**src/rtl/sleep_wake_classifier.sv**
```systemverilog
// sleep_wake_classifier
//   Scores each epoch from a 7-epoch activity window (t-4..t+2) with a serial
//   multiply-accumulate, one tap per cycle, and emits a sleep/wake decision.
//   Optional feature macro: SLEEP_RESCORE_EN (wake persists until SLEEP_RUN
//   consecutive sleep scores have been seen).
module sleep_wake_classifier #(
  // Listed newest tap first so that WEIGHTS[0] is the oldest tap (t-4).
  parameter logic [6:0][7:0] WEIGHTS   = {8'd8, 8'd12, 8'd32, 8'd10, 8'd8, 8'd14, 8'd10},
  parameter logic [18:0]     THRESHOLD = 19'd1000,
  parameter int              SLEEP_RUN = 4
) (
  input  logic        clk,
  input  logic        reset_n,
  input  logic [7:0]  i_count,
  input  logic        i_valid,
  output logic [18:0] o_score,
  output logic        o_wake,
  output logic        o_valid,
  output logic        o_overrun
);

  typedef enum logic [1:0] {IDLE, MAC, OUT} state_t;

  state_t      state_q, state_d;
  logic [7:0]  taps_q [7];
  logic [1:0]  fill_q;
  logic [1:0]  fill_inc;
  logic [2:0]  idx_q;
  logic [18:0] acc_q;
  logic [18:0] score_q;
  logic        wake_q, wake_d;
  logic        valid_q;
  logic        overrun_q;
  logic        accept;
  logic        raw_wake;
  logic [7:0]  tap_sel;
  logic [7:0]  w_sel;
  logic [15:0] prod;

  // A sample is only taken while idle; anything else is an overrun.
  assign accept   = i_valid && (state_q == IDLE);
  assign fill_inc = (fill_q == 2'd3) ? 2'd3 : fill_q + 2'd1;
  assign raw_wake = (acc_q >= THRESHOLD);

  // Select the current tap and its weight for the serial MAC.
  always_comb begin
    tap_sel = 8'd0;
    w_sel   = 8'd0;
    for (int i = 0; i < 7; i++) begin
      if (idx_q == i[2:0]) begin
        tap_sel = taps_q[i];
        w_sel   = WEIGHTS[i];
      end
    end
    prod = {8'd0, tap_sel} * {8'd0, w_sel};
  end

  // Next-state logic: start once the centre tap holds a real epoch.
  always_comb begin
    state_d = state_q;
    case (state_q)
      IDLE: if (accept && (fill_inc == 2'd3)) state_d = MAC;
      MAC:  if (idx_q == 3'd6) state_d = OUT;
      OUT:  state_d = IDLE;
      default: state_d = IDLE;
    endcase
  end

  // State register.
  always_ff @(posedge clk) begin
    if (!reset_n) state_q <= IDLE;
    else          state_q <= state_d;
  end

`ifdef SLEEP_RESCORE_EN
  localparam logic [2:0] SLEEP_RUN_W = 3'(SLEEP_RUN);
  logic [2:0] run_q, run_d;
  logic [2:0] run_inc;

  // Wake is sticky until a full run of sleep scores; any wake restarts the run.
  always_comb begin
    run_inc = (run_q == 3'd7) ? 3'd7 : run_q + 3'd1;
    run_d   = run_q;
    wake_d  = wake_q;
    if (raw_wake) begin
      run_d  = 3'd0;
      wake_d = 1'b1;
    end else begin
      run_d  = run_inc;
      wake_d = wake_q && (run_inc < SLEEP_RUN_W);
    end
  end

  // Run counter advances once per scored epoch.
  always_ff @(posedge clk) begin
    if (!reset_n)             run_q <= 3'd0;
    else if (state_q == OUT)  run_q <= run_d;
  end
`else
  // Decision is the raw threshold comparison.
  always_comb begin
    wake_d = raw_wake;
  end
`endif

  // Window, fill counter, MAC datapath, output registers and overrun flag.
  always_ff @(posedge clk) begin
    if (!reset_n) begin
      for (int i = 0; i < 7; i++) taps_q[i] <= 8'd0;
      fill_q    <= 2'd0;
      idx_q     <= 3'd0;
      acc_q     <= 19'd0;
      score_q   <= 19'd0;
      wake_q    <= 1'b0;
      valid_q   <= 1'b0;
      overrun_q <= 1'b0;
    end else begin
      if (accept) begin
        for (int i = 0; i < 6; i++) taps_q[i] <= taps_q[i+1];
        taps_q[6] <= i_count;
        fill_q    <= fill_inc;
      end
      case (state_q)
        IDLE: begin
          if (state_d == MAC) begin
            acc_q <= 19'd0;
            idx_q <= 3'd0;
          end
        end
        MAC: begin
          acc_q <= acc_q + {3'd0, prod};
          idx_q <= idx_q + 3'd1;
        end
        OUT: begin
          score_q <= acc_q;
          wake_q  <= wake_d;
        end
        default: ;
      endcase
      valid_q <= (state_q == OUT);
      if (i_valid && (state_q != IDLE)) overrun_q <= 1'b1;
    end
  end

  assign o_score   = score_q;
  assign o_wake    = wake_q;
  assign o_valid   = valid_q;
  assign o_overrun = overrun_q;

endmodule

```
**config.mk**
```make
export PLATFORM = sky130hd
export DESIGN_NAME = sleep_wake_classifier
export DESIGN_NICKNAME = d
export VERILOG_FILES = /design/src/rtl/sleep_wake_classifier.sv
export SDC_FILE = /design/constraint.sdc
export NUM_CORES = 1
export LEC_CHECK = 0
export BUFFER_PORTS_ARGS = -buffer_cell sky130_fd_sc_hd__buf_2
export CAP_MARGIN = 20
export CORE_UTILIZATION = 62
export DETAILED_ROUTE_END_ITERATION = 7
export GPL_TIMING_DRIVEN = 0
export MAX_ROUTING_LAYER = met4
export PLACE_DENSITY = 0.81
export SLEW_MARGIN = 20
export SYNTH_ARGS = -nofsm -noshare
export SYNTH_HDL_FRONTEND = slang
export SYNTH_SLANG_ARGS = --single-unit
export TNS_END_PERCENT = 100
```
**constraint.sdc**
```tcl
create_clock -name clk -period 7.2 [get_ports clk]
set_clock_uncertainty 0.15 [all_clocks]
set_input_delay 1.44 -clock clk [delete_from_list [all_inputs] [get_ports clk]]
set_output_delay 1.44 -clock clk [all_outputs]
set_load 0.02 [all_outputs]
```
==> flow_metrics.env <==
export IMPL_die_area_um2=10300
export IMPL_placedCellCount=778
export IMPL_cts_hold_buf=0
export IMPL_first_pass_iters=5
export IMPL_cts_root_buf="clkbuf_8"
export IMPL_ys_warn_count=0
export IMPL_setup_viol=0
export IMPL_p_clk_frac=0.317
export IMPL_core_area_um2=9680
export IMPL_tightestPinTransition_ns=0.760
export IMPL_grt_pass1_vias=4335
export IMPL_cap_viol_max_count=0
export IMPL_end_kind="flip-flop"
export IMPL_ys_async_sr_fraction=0
export IMPL_pwr_share_comb=0.148
export IMPL_dr_first_iter_drc_count=293
export IMPL_vdd_drop_max_mv=0.119
export IMPL_die_h_um=102
export IMPL_cp_required_ns=7.33
export IMPL_gp_congestion=0.909
export IMPL_antenna_cells=0
export IMPL_clkLatencyLatePin_ns=0.38
export IMPL_finalWirelength_um=13500
export IMPL_path_clk_slew_ns=0.09
export IMPL_internal_power_uw=904
export IMPL_p_leak_uw=0.00309
export IMPL_worst_path_max_delay_cell="a21oi_1"
export IMPL_wl_per_cell_um=17.0
export IMPL_critPathKind="flip-flop to flip-flop"
export IMPL_dpl_hpwl_um=10100
export IMPL_fin_nets=736
export IMPL_slew_violations=0
export IMPL_syn_inst=614
export IMPL_rsz0062_at_grt="no"
export IMPL_antenna_found_initial=0
export IMPL_drive_above_1_share=0.109
export IMPL_synth_distinct_cells=61
export IMPL_via_per_inst=5.86
export IMPL_finalHoldViolCount=0
export IMPL_synthesis_area_um2=6160
export IMPL_start_util=0.636
export IMPL_cts_sinks=102
export IMPL_hold_path_class="flip-flop to flip-flop"
export IMPL_cts_max_path_buffers=2
export IMPL_fin_cells=794
export IMPL_syn_nets=694
export IMPL_grt_pass1_wl_um=21600
export IMPL_gr_total_overflow=0
export IMPL_vias=4655
export IMPL_synth_edf_count=56
export IMPL_drc=0
export IMPL_h_tree_depth=3
export IMPL_timing_setup_tns_ns=0
export IMPL_rows=36
export IMPL_seqPwrFrac=0.535
export IMPL_ant_nets=0
export IMPL_ys_seq_elements=102
export IMPL_slew_headroom=0.493
export IMPL_critPathBufInv=7
export IMPL_postPlaceCellArea_um2=6490
export IMPL_crit_path_max_fanout=10
export IMPL_post_route_period_util=0.849
export IMPL_arrival_ns=6.24
export IMPL_crit_chain="clkinv_1 -> ha_1 -> buf_2 -> clkinv_1 -> nor2_1 -> a21oi_1 -> nor2_1 -> ha_1 -> inv_1 -> fa_1 -> inv_1 -> ha_1 -> inv_1 -> fa_1 -> inv_1 -> ha_1 -> fa_1 -> a211oi_2 -> nor3_1 -> o21a_1 -> or3_1 -> a32o_1"
export IMPL_hold_ws_ns=0.316
export IMPL_start_kind="flip-flop"
export IMPL_synth_avg_cell_area_um2=10.0
export IMPL_p_sw_uw=330
export IMPL_cts_buffers=9
export IMPL_post_cts_buffers=0
export IMPL_max_freq_mhz=164
export IMPL_synthFlopType="edfxtp_1"
export IMPL_grt_total_usage=0.289
export IMPL_period_needed_ns=6.11
export IMPL_cp_top_family="adder cells"
export IMPL_p_per_area_nw_per_um2=184
export IMPL_grt_max_degree=57
export IMPL_area_delta_synth_final_pct=8.85
export IMPL_final_cell_area_um2=6710
export IMPL_max_stage_delay_ns=0.56
export IMPL_die_w_um=102
export IMPL_ios=33
export IMPL_cts_tree="yes"
export IMPL_cts_resized=0
export IMPL_yosysSeqAreaShare=0.422
export IMPL_switching_share=0.267
export IMPL_status="completed"
export IMPL_io_buffers=31
## through the flow
step                      utilization  setup slack (ns)  power, µW
final                           0.693              1.09       1230
after global routing            0.693             0.692       1290
after CTS                       0.693              1.10       1240
after detailed placement        0.670              1.12        854
after global placement          0.670              1.15        846
after floorplan                     -              1.80        799
## cell usage in the layout (no fill, tap or decap), drive strengths merged, types with 27 or more instances in the layout
| cell | synthesis | layout |
|---|---|---|
| buf | 13 | 44 |
| clkbuf | 20 | 32 |
| nor2 | 27 | 27 |
| ha | 47 | 47 |
| a21oi | 35 | 35 |
| dfxtp | 46 | 46 |
| inv | 59 | 61 |
| nand2 | 57 | 57 |
| and3 | 51 | 51 |
| edfxtp | 56 | 56 |
## state kept, by name, indices dropped and copies added (netlist names)
name	cells
acc_q	18
fill_q	2
idx_q	3
o_overrun	1
o_score	18
o_valid	1
o_wake	1
state_q	2
taps_q	56
## per-layer routing
metal | wire [µm] | global-route usage | up-vias
li1 | - | - | 2242
met1 | 6320 | 0.412 | 2227
met2 | 6010 | 0.414 | 166
met3 | 907 | 0.0469 | 20
met4 | 227 | 0.105 | 0
met5 | 0 | - | -
## worst reg2reg max path, delay by kind of cell, from the launching register on
family	cells	cell delay, ns
compound gates	4	1.31
fa+ha+maj	7	2.56
buf+inv	7	0.89
flops	1	0.43
simple gates	4	0.67
## synthesized netlist by cell type (all sizes together), types with 2 or more instances
cell type	n	share of area
inv	59	0.036
nand2	57	0.035
edfxtp	56	0.27
and3	51	0.052
ha	47	0.095
dfxtp	46	0.15
a21oi	35	0.028
nor2	27	0.016
o21ai	26	0.021
fa	22	0.071
nor2b	21	0.021
clkbuf	20	0.012
a21boi	19	0.023
buf	13	0.012
and2	12	0.012
o211a	9	0.015
nor4	8	0.0081
a221oi	7	0.017
and3b	7	0.0099
a22o	5	0.0071
nand2b	5	0.0051
a21o	4	0.0051
a31oi	4	0.0041
o21a	4	0.0049
a211oi	3	0.0045
mux2i	3	0.0049
nand3	3	0.0024
nor3	3	0.0024
nor3b	3	0.0045
o21bai	3	0.0037
or2	3	0.0030
xnor2	3	0.0043
a211o	2	0.0028
a22oi	2	0.0024
and4	2	0.0028
clkinv	2	0.0012
nand4	2	0.0020
xor2	2	0.0028
## power by group through the flow
stage / clock network [µW] / logic, µW / registers, µW
3_5_place_dp: 0 / 181 / 673
5_1_grt: 416 / 207 / 663
3_3_place_gp: 0 / 173 / 673
2_1_floorplan: 0 / 133 / 667
6_report: 391 / 183 / 660
4_1_cts: 394 / 183 / 660
## logic make-up (layout without fill, tap and decap cells)
group,after synthesis,count (layout),share of synthesized area
other,1,1,0.000608
flip-flops,102,102,0.422
AND/OR/NAND/NOR,207,207,0.180
AO/OA/AOI/OAI,133,133,0.156
adder cells (fa/ha/maj),69,69,0.167
XOR/XNOR,5,5,0.00711
multiplexers,3,3,0.00487
buffers and inverters,94,141,0.0617
## path summary, 6_finish.rpt
path,from,to,slack [ns],depth (start not counted)
setup / recovery,idx_q[2],acc_q[14],1.09,22
hold / removal,o_score[18],o_score[18],0.32,2
setup reg to reg,idx_q[2],acc_q[14],1.09,22
hold reg to reg,o_score[18],o_score[18],0.32,2
## area by class of cell
type	count	area, µm²
multi-input cells	418	3190
flip-flops and latches	102	2600
plain buffers	33	151
well taps	133	166
clock buffers	12	166
fillers	751	2980
repair buffers	31	155
inverters	61	229
clock inverters	4	50.0
(Power assumes the default switching activity.)
